<file path="src/rtl/logic_unit_pipe_if.sv">
// Operand/result handshake bundle for logic_unit_pipe.
// Optional build macro LOGIC_UNIT_PIPE_REDUCE_EN adds red_or/red_and.
interface logic_unit_pipe_if #(
    parameter int WIDTH = 8,
    parameter int CNT_W = 16
);
    logic             in_valid;
    logic             in_ready;
    logic [WIDTH-1:0] a;
    logic [WIDTH-1:0] b;
    logic [2:0]       op;
    logic             out_valid;
    logic             out_ready;
    logic [WIDTH-1:0] y;
    logic             zero;
    logic [CNT_W-1:0] op_count;
`ifdef LOGIC_UNIT_PIPE_REDUCE_EN
    logic             red_or;
    logic             red_and;
`endif

    modport master (
        output in_valid, a, b, op, out_ready,
`ifdef LOGIC_UNIT_PIPE_REDUCE_EN
        input  red_or, red_and,
`endif
        input  in_ready, out_valid, y, zero, op_count
    );

    modport slave (
        input  in_valid, a, b, op, out_ready,
`ifdef LOGIC_UNIT_PIPE_REDUCE_EN
        output red_or, red_and,
`endif
        output in_ready, out_valid, y, zero, op_count
    );
endinterface

</file>
<file path="src/rtl/logic_unit_pipe.sv">
// WIDTH-bit 8-op bitwise logic unit feeding a STAGES-deep valid/ready pipeline.
// Build macro LOGIC_UNIT_PIPE_REDUCE_EN adds registered red_or/red_and outputs.
module logic_unit_pipe #(
    parameter int WIDTH  = 8,
    parameter int STAGES = 2,
    parameter int CNT_W  = 16
) (
    input  logic             clk,
    input  logic             rst,
    logic_unit_pipe_if.slave bus
);
    logic [WIDTH-1:0]             res;
    logic [STAGES-1:0]            valid_q, valid_d;
    logic [STAGES-1:0]            zero_q, zero_d;
    logic [STAGES-1:0]            stage_rdy;
    logic [STAGES-1:0][WIDTH-1:0] y_q, y_d;
    logic [CNT_W-1:0]             op_count_q, op_count_d;
    logic                         out_xfer;
`ifdef LOGIC_UNIT_PIPE_REDUCE_EN
    logic [STAGES-1:0]            red_or_q, red_or_d;
    logic [STAGES-1:0]            red_and_q, red_and_d;
`endif

    always_comb begin
        case (bus.op)
            3'b000:  res = bus.a & bus.b;
            3'b001:  res = bus.a | bus.b;
            3'b010:  res = bus.a ^ bus.b;
            3'b011:  res = ~(bus.a & bus.b);
            3'b100:  res = ~(bus.a | bus.b);
            3'b101:  res = ~(bus.a ^ bus.b);
            3'b110:  res = ~bus.a;
            default: res = bus.a;
        endcase
    end

    // Unrolled ready chain: a stage can take data if it or any stage after it is empty.
    for (genvar k = 0; k < STAGES; k++) begin : g_rdy
        assign stage_rdy[k] = bus.out_ready | ~(&valid_q[STAGES-1:k]);
    end

    assign out_xfer = valid_q[STAGES-1] & bus.out_ready;

    always_comb begin
        valid_d    = valid_q;
        y_d        = y_q;
        zero_d     = zero_q;
        op_count_d = op_count_q;
`ifdef LOGIC_UNIT_PIPE_REDUCE_EN
        red_or_d   = red_or_q;
        red_and_d  = red_and_q;
`endif
        if (stage_rdy[0]) begin
            valid_d[0] = bus.in_valid;
            if (bus.in_valid) begin
                y_d[0]    = res;
                zero_d[0] = (res == '0);
`ifdef LOGIC_UNIT_PIPE_REDUCE_EN
                red_or_d[0]  = |res;
                red_and_d[0] = &res;
`endif
            end
        end
        // Data registers only move on a real item so the last stage keeps its value after draining.
        for (int k = 1; k < STAGES; k++) begin
            if (stage_rdy[k]) begin
                valid_d[k] = valid_q[k-1];
                if (valid_q[k-1]) begin
                    y_d[k]    = y_q[k-1];
                    zero_d[k] = zero_q[k-1];
`ifdef LOGIC_UNIT_PIPE_REDUCE_EN
                    red_or_d[k]  = red_or_q[k-1];
                    red_and_d[k] = red_and_q[k-1];
`endif
                end
            end
        end
        if (out_xfer) begin
            op_count_d = op_count_q + CNT_W'(1);
        end
    end

    always_ff @(posedge clk) begin
        if (rst) begin
            valid_q    <= '0;
            y_q        <= '0;
            zero_q     <= '0;
            op_count_q <= '0;
`ifdef LOGIC_UNIT_PIPE_REDUCE_EN
            red_or_q   <= '0;
            red_and_q  <= '0;
`endif
        end else begin
            valid_q    <= valid_d;
            y_q        <= y_d;
            zero_q     <= zero_d;
            op_count_q <= op_count_d;
`ifdef LOGIC_UNIT_PIPE_REDUCE_EN
            red_or_q   <= red_or_d;
            red_and_q  <= red_and_d;
`endif
        end
    end

    assign bus.in_ready  = ~rst & stage_rdy[0];
    assign bus.out_valid = valid_q[STAGES-1];
    assign bus.y         = y_q[STAGES-1];
    assign bus.zero      = zero_q[STAGES-1];
    assign bus.op_count  = op_count_q;
`ifdef LOGIC_UNIT_PIPE_REDUCE_EN
    assign bus.red_or    = red_or_q[STAGES-1];
    assign bus.red_and   = red_and_q[STAGES-1];
`endif
endmodule
</file>
<file path="src/flat_wrapper.sv">
// flat-port wrapper written by rule: the top's interface ports become plain ports
module logic_unit_pipe_flat 
#(
    parameter int WIDTH  = 8,
    parameter int STAGES = 2,
    parameter int CNT_W  = 16
)
  (clk, rst, bus_in_valid, bus_a, bus_b, bus_op, bus_out_ready, bus_in_ready, bus_out_valid, bus_y, bus_zero, bus_op_count);
  logic_unit_pipe_if #(.WIDTH(WIDTH), .CNT_W(CNT_W)) bus_i ();
  input  logic clk;
  input  logic rst;
  input wire logic [$bits(bus_i.in_valid)-1:0] bus_in_valid;
  input wire logic [$bits(bus_i.a)-1:0] bus_a;
  input wire logic [$bits(bus_i.b)-1:0] bus_b;
  input wire logic [$bits(bus_i.op)-1:0] bus_op;
  input wire logic [$bits(bus_i.out_ready)-1:0] bus_out_ready;
  output wire logic [$bits(bus_i.in_ready)-1:0] bus_in_ready;
  output wire logic [$bits(bus_i.out_valid)-1:0] bus_out_valid;
  output wire logic [$bits(bus_i.y)-1:0] bus_y;
  output wire logic [$bits(bus_i.zero)-1:0] bus_zero;
  output wire logic [$bits(bus_i.op_count)-1:0] bus_op_count;
  assign bus_i.in_valid = bus_in_valid;
  assign bus_i.a = bus_a;
  assign bus_i.b = bus_b;
  assign bus_i.op = bus_op;
  assign bus_i.out_ready = bus_out_ready;
  assign bus_in_ready = bus_i.in_ready;
  assign bus_out_valid = bus_i.out_valid;
  assign bus_y = bus_i.y;
  assign bus_zero = bus_i.zero;
  assign bus_op_count = bus_i.op_count;
  logic_unit_pipe #(.WIDTH(WIDTH), .STAGES(STAGES), .CNT_W(CNT_W)) u_core (.clk(clk), .rst(rst), .bus(bus_i));
endmodule
</file>
<file path="config.mk">
export PLATFORM = sky130hd
export DESIGN_NAME = logic_unit_pipe_flat
export DESIGN_NICKNAME = d
export VERILOG_FILES = /design/src/rtl/logic_unit_pipe_if.sv /design/src/rtl/logic_unit_pipe.sv /design/src/flat_wrapper.sv
export SDC_FILE = /design/constraint.sdc
export NUM_CORES = 1
export LEC_CHECK = 0
export CAP_MARGIN = 5
export CORE_MARGIN = 5
export CORE_UTILIZATION = 46
export DETAILED_ROUTE_END_ITERATION = 8
export HOLD_SLACK_MARGIN = 0.15
export PLACE_DENSITY = 0.78
export SLEW_MARGIN = 20
export SYNTH_ARGS = -nofsm -noshare
export SYNTH_HDL_FRONTEND = slang
export SYNTH_SLANG_ARGS = --single-unit
</file>
<file path="constraint.sdc">
create_clock -name clk -period 1.8 [get_ports clk]
set_clock_uncertainty 0.05 [all_clocks]
set_input_delay 0.18 -clock clk [delete_from_list [all_inputs] [get_ports clk]]
set_output_delay 0.18 -clock clk [all_outputs]
set_load 0.02 [all_outputs]
</file>
# After elaboration in Yosys (flattened, before gate mapping)
# Index checks and enable logic that the tools add are counted.
# W data, S select, Z words.
[totals]
ff_bits = 36
[classes]
n_addsub = 1
n_eq_ne = 6
muxes = 1
bitwise = 14
n_reduce_logical = 5
[op_table]
columns = ["op", "count"]
rows = [
  ["$pmux W8 S7", 1],
  ["$not A8 Y8", 4],
  ["$add A16 B1 Y16 const B", 1],
  ["$eq A3 B3 Y1 const B", 3],
  ["$and A8 B8 Y8", 1],
  ["$logic_not A8 Y1", 1],
  ["$or A8 B8 Y8", 1],
  ["$xor A8 B8 Y8", 1],
  ["$eq A3 B2 Y1 const B", 2],
  ["$reduce_and A2 Y1", 3],
  ["$eq A3 B1 Y1 const B", 1],
  ["$logic_not A3 Y1", 1],
  ["$not A1 Y1", 3],
  ["$and A1 B1 Y1", 2],
  ["$or A1 B1 Y1", 2],
]

# Logic depth before layout (Yosys ltp)
[logic_depth]
ltp_word = 4
mapped_depth = 9

# Worst setup path after synthesis
# OpenSTA, ideal clock, no wires.
[synth_timing]
path_type = "reg2reg"
startpoint = "register u_core.valid_q[1]"
endpoint = "register u_core.op_count_q[13] (netlist: u_core.bus.op_count[13])"
setup_ps = 70
arrival_time_ps = 1875
t_required_ps = 1680
path_slack_ps = -195
path_stages_with_launch = 6
path_buffers = 0
synth_period_minus_slack_ps = 1995
cell_sequence = "dfxtp_1 > nand3_4 > nor4_4 > or3b_4 > or3_1 > a21oi_1"
[synth_via]
elab_chain_len = 1
[synth_lines]
columns = ["element", "line", "text"]
rows = [
  ["start: declaration", "logic_unit_pipe.sv:13", "logic [STAGES-1:0] valid_q, valid_d;"],
  ["start signal: assignment", "logic_unit_pipe.sv:94", "valid_q <= valid_d;"],
  ["$and A1 B1 Y1", "logic_unit_pipe.sv:42", "assign out_xfer = valid_q[STAGES-1] & bus.out_ready;"],
  ["end signal: assignment", "logic_unit_pipe.sv:97", "op_count_q <= op_count_d;"],
  ["end: declaration", "logic_unit_pipe.sv:17", "logic [CNT_W-1:0] op_count_q, op_count_d;"],
]
# Every way passes these cells.
# A chain may end at the register's enable or synchronous reset.

# Final worst setup path
[layout_timing]
startpoint = "input bus_a[0]"
endpoint = "register u_core.zero_q[0]"
[layout_via]
elab_chain_len = 4
[layout_lines]
columns = ["element", "line", "text"]
rows = [
  ["start: declaration", "flat_wrapper.sv:13", "input wire logic [$bits(bus_i.a)-1:0] bus_a;"],
  ["$xor A8 B8 Y8 (tied with other cells)", "logic_unit_pipe.sv:28, logic_unit_pipe.sv:31", ""],
  ["$not A8 Y8 (on tied branches)", "logic_unit_pipe.sv:31, logic_unit_pipe.sv:29, logic_unit_pipe.sv:30", ""],
  ["$pmux W8 S7 (*)", "logic_unit_pipe.sv:25", "case (bus.op)"],
  ["$logic_not A8 Y1 (*)", "logic_unit_pipe.sv:57", "zero_d[0] = (res == '0);"],
  ["end signal: assignment", "logic_unit_pipe.sv:96", "zero_q <= zero_d;"],
  ["end: declaration", "logic_unit_pipe.sv:14", "logic [STAGES-1:0] zero_q, zero_d;"],
]
# Every way passes the cells marked *; elsewhere a longest branch is shown, timed or not.

==> summary.md <==
| Metric | Value |
|---|---|
| Most common cell after layout, fill and taps aside | sky130_fd_sc_hd__buf_4 |
| Horizontal extent of the die | between 80 and 90 um |
| Root Buffer Master | sky130_fd_sc_hd__clkbuf_8 |
| Via count of the first global-routing pass | 2242 |
| Path type of the worst setup path | input port to register |
| Min Tclk post-route | about 1.7 ns |
| Post-synth cell types | 44 |
| Worst slew margin relative to its limit | 75.4% |
| Pin count of the biggest net entering global routing | 37 |
| Hold crit path type | register to register |
| Routability cong. | 0.831 |
| Worst Hold Slack | around 0.44 ns |
| Leak pwr | between 0.0015 and 0.002 uW |
| Hold path startpoint | u_core.zero_q[0]$_SDFFE_PP0P_ |
| Peak Freq | around 580 MHz |
| DR iter-0 viols | 93 |
| Syn. warnings | 0 |
| Maxcap violations | 0 |
| Number of buffers created by CTS | 5 |
| Worst endpoint required time | approximately 2 ns |
| Kind of cell adding the most delay to the critical path | compound AO/OA/AOI/OAI gates |
| Syn nets | approximately 340 |
| Final number of hold-violating endpoints | 0 |
| Top-Level Pins | 50 |
| Setup repair after global routing missed its margin | yes |
| Total die area | approximately 0.0067 mm2 |
| Post-synthesis register bit count | 36 |
| Slowest Stage Delay on Critical Path | between 0.4 and 0.5 ns |
| Number of placement rows | 26 |
| CP Data Arrival Time | ~1.9 ns |
| Max-slew violation count | 0 |
| TritonCTS clock tree | yes |
| Number of buffers on the longest clock path | 2 |
| Number of levels in the clock H-tree | 2 |
| Post-DRT Antenna Nets | 0 |
| Netlist area before placement | roughly 0.0024 mm2 |
| Count of unresolved DRC violations after routing | 0 |
| Post-synthesis to final-layout area growth | 51.8% |
| Filler cell count in the final layout | about 410 |
| Combined buffer and inverter count along the critical path | 2 |
| Overall global routing resource usage | between 10% and 20% |
| Antenna diodes | 0 |
| Fraction of the cycle the final worst path needs | 96.3% |
| Slowest cell on crit path | sky130_fd_sc_hd__clkdlybuf4s50_1 |
| Worst path cell trace | clkdlybuf4s50_1, inv_1, ha_4, nor2_1, a211oi_1, a311o_1, a211oi_2, nand4_1, a21oi_2 |
| Power per standard cell area | 571 mW/mm2 |
| Number of synthesized flops with an enable pin | 0 |
| Leading cell types in the layout, fill and taps excluded | 59 x sky130_fd_sc_hd__buf_4, 39 x sky130_fd_sc_hd__nor2_1, 39 x sky130_fd_sc_hd__clkdlybuf4s50_1 |
| Y dimension of the die | 81.9 um |
| Critical path fanouts, max | 2 |
| Launching point of the worst reg2reg path | u_core.bus.op_count[1]$_SDFFE_PP0P_ |
| Beginning of the critical path | bus_a[0] |
| Drt pass-1 iters | 5 |
| Most instantiated flip-flop cell in the synthesis netlist | sky130_fd_sc_hd__dfxtp_1 |
| Remaining Overflow, GRT | 0 |
| Final setup violation count | 0 |
| Maximum resistive drop on vdd | 0.304 mV |
| Final HPWL DP | about 4.3 mm |
| Post-detailed-routing wire length | 5.98 mm |
| Number of nets in the finished design | between 400 and 500 |
| Core Footprint | 0.00507 mm2 |
| Status | finished clean |
| Avg Inst Size Synth | 7.86 um2 |
| Slew at the pin with the worst max-slew slack | 0.368 ns |
| Buffers added on ports | just under 50 |
| Share of post-route cells with drive strength above 1 | around 30% |
| FFs w/ async S/R, synth | 0% |
| Post-route total power | approximately 2100 uW |
| Number of vias after detailed routing | 2391 |
| Insertion delay to the later sink of the worst-skew pair | between 0.2 and 0.3 ns |
| Initial antenna violation count | 0 |
| Number of hold-repair buffers added at the cts stage | 0 |
| Endpoint kind of the worst setup timing path | register |
| Cell count after synthesis | 302 |
| Wire length of the first global-routing pass | 9.11 mm |
| Worst setup SP type | input port |
| Clk pin slew, worst setup/hold paths | approximately 0.07 ns |
| Per-cell routed wire length | between 10 and 15 um |
| Starting Density | a little under half |
| Via-per-instance ratio | 5.11 |
| Number of sinks driven by the clock tree | 36 |
| Share of synthesized area occupied by flip-flops and latches | 30.3% |
==> worst reg2reg max path, delay by kind of cell (launching register included) <==
kind            cells  cell delay (ns)
simple gates        4             1.13
flops               1             0.37
compound gates      1             0.12
==> state kept, by name, indices dropped and copies added, names as in the netlist <==
name,cells
u_core.zero_q,2
u_core.bus.y,8
u_core.bus.op_count,16
u_core.y_q,8
u_core.valid_q,2
==> worst paths after layout <==
check | endpoint | slack (ns) | cells after the start
max | u_core.zero_q[0]$_SDFFE_PP0P_ | 0.07 | 9
min | u_core.zero_q[0]$_SDFFE_PP0P_ | 0.44 | 2
max reg2reg | u_core.bus.op_count[13]$_SDFFE_PP0P_ | 0.07 | 5
min reg2reg | u_core.zero_q[0]$_SDFFE_PP0P_ | 0.44 | 2
==> timing repair <==
action | 4_1_cts | 5_1_grt
endpoints found under the setup margin | 5 | 10
pin swaps | 7 | 17
cloned | 0 | 1
setup buffers | 4 | 4
gates resized for setup | 10 | 43
==> report_power, final <==
group	switching, uW	leakage (uW)	internal, uW	total (uW)
sequential	16.4	0.000299	814	830
clock	298	0.0000591	418	716
combinational	244	0.00127	270	514
==> cell type report <==
class | count | area, um2 | share of cell area, %
Clock buffer | 5 | 68.8 | 1.91
Clock inverter | 3 | 45.0 | 1.25
Inverter | 27 | 101 | 2.81
Multi-Input combinational cell | 216 | 1590 | 44.1
Sequential cell | 36 | 746 | 20.7
Tap cell | 70 | 87.6 | 2.43
Timing Repair Buffer | 111 | 967 | 26.8
==> kinds of logic after synthesis <==
family	count (synthesis)	synth area share, %
muxes	13	5.53
xor gates and xnor gates	15	5.53
adders and majority gates	17	8.96
DFF	36	30.3
and+or+nand+nor	120	25.6
AOI/OAI and AO/OA	51	14.0
buffers and inverters	50	10.1
==> through the flow <==
stage / cells / area (um2) / utilization (%) / setup slack, ns / TNS, ns
4_1_cts: 463 / 3410 / 67.2 / 0.00267 / 0
3_5_place_dp: 451 / 3250 / 64.0 / -0.335 / -3.68
5_1_grt: 468 / 3610 / 71.1 / -0.0558 / -0.0659
3_3_place_gp: 451 / 3250 / 64.0 / -0.265 / -3.09
2_1_floorplan: 302 / 2410 / - / 0.0101 / 0
6_report: 468 / 3610 / 71.1 / 0.0665 / 0
==> cell usage after synthesis, types with 2 or more instances <==
library cell | count | area (um2)
sky130_fd_sc_hd__nor2_1 | 40 | 150
sky130_fd_sc_hd__dfxtp_1 | 36 | 721
sky130_fd_sc_hd__inv_1 | 27 | 101
sky130_fd_sc_hd__nand2_1 | 24 | 90.1
sky130_fd_sc_hd__ha_1 | 17 | 213
sky130_fd_sc_hd__a21oi_1 | 16 | 80.1
sky130_fd_sc_hd__mux2i_1 | 12 | 120
sky130_fd_sc_hd__nor3_1 | 12 | 60.1
sky130_fd_sc_hd__nand2b_1 | 10 | 62.6
sky130_fd_sc_hd__o21ai_0 | 10 | 50.1
sky130_fd_sc_hd__buf_4 | 8 | 60.1
sky130_fd_sc_hd__clkbuf_1 | 8 | 30.0
sky130_fd_sc_hd__nor2b_1 | 8 | 50.1
sky130_fd_sc_hd__xor2_1 | 8 | 70.1
sky130_fd_sc_hd__xnor2_1 | 7 | 61.3
sky130_fd_sc_hd__buf_2 | 5 | 25.0
sky130_fd_sc_hd__nand3_1 | 5 | 25.0
sky130_fd_sc_hd__or3_1 | 4 | 25.0
sky130_fd_sc_hd__a211oi_1 | 3 | 22.5
sky130_fd_sc_hd__a32oi_1 | 3 | 26.3
sky130_fd_sc_hd__nand4_1 | 3 | 18.8
sky130_fd_sc_hd__o211ai_1 | 3 | 22.5
sky130_fd_sc_hd__o221ai_1 | 3 | 26.3
sky130_fd_sc_hd__a21o_1 | 2 | 15.0
sky130_fd_sc_hd__a22oi_1 | 2 | 15.0
sky130_fd_sc_hd__and2_1 | 2 | 12.5
sky130_fd_sc_hd__buf_6 | 2 | 22.5
sky130_fd_sc_hd__nor4_1 | 2 | 12.5
sky130_fd_sc_hd__o22ai_1 | 2 | 12.5
sky130_fd_sc_hd__o31ai_1 | 2 | 15.0
sky130_fd_sc_hd__o32a_1 | 2 | 20.0
sky130_fd_sc_hd__or2_2 | 2 | 12.5
==> metal layers <==
layer  vias up  global-route usage (%)  wire (um)
met5         -                       0          0
met4         0                    6.31         90
met3        11                    2.96        235
met2        65                    32.3       3220
met1      1113                    19.2       2430
li1       1202                       -          -
(Power assumes the default switching activity.)
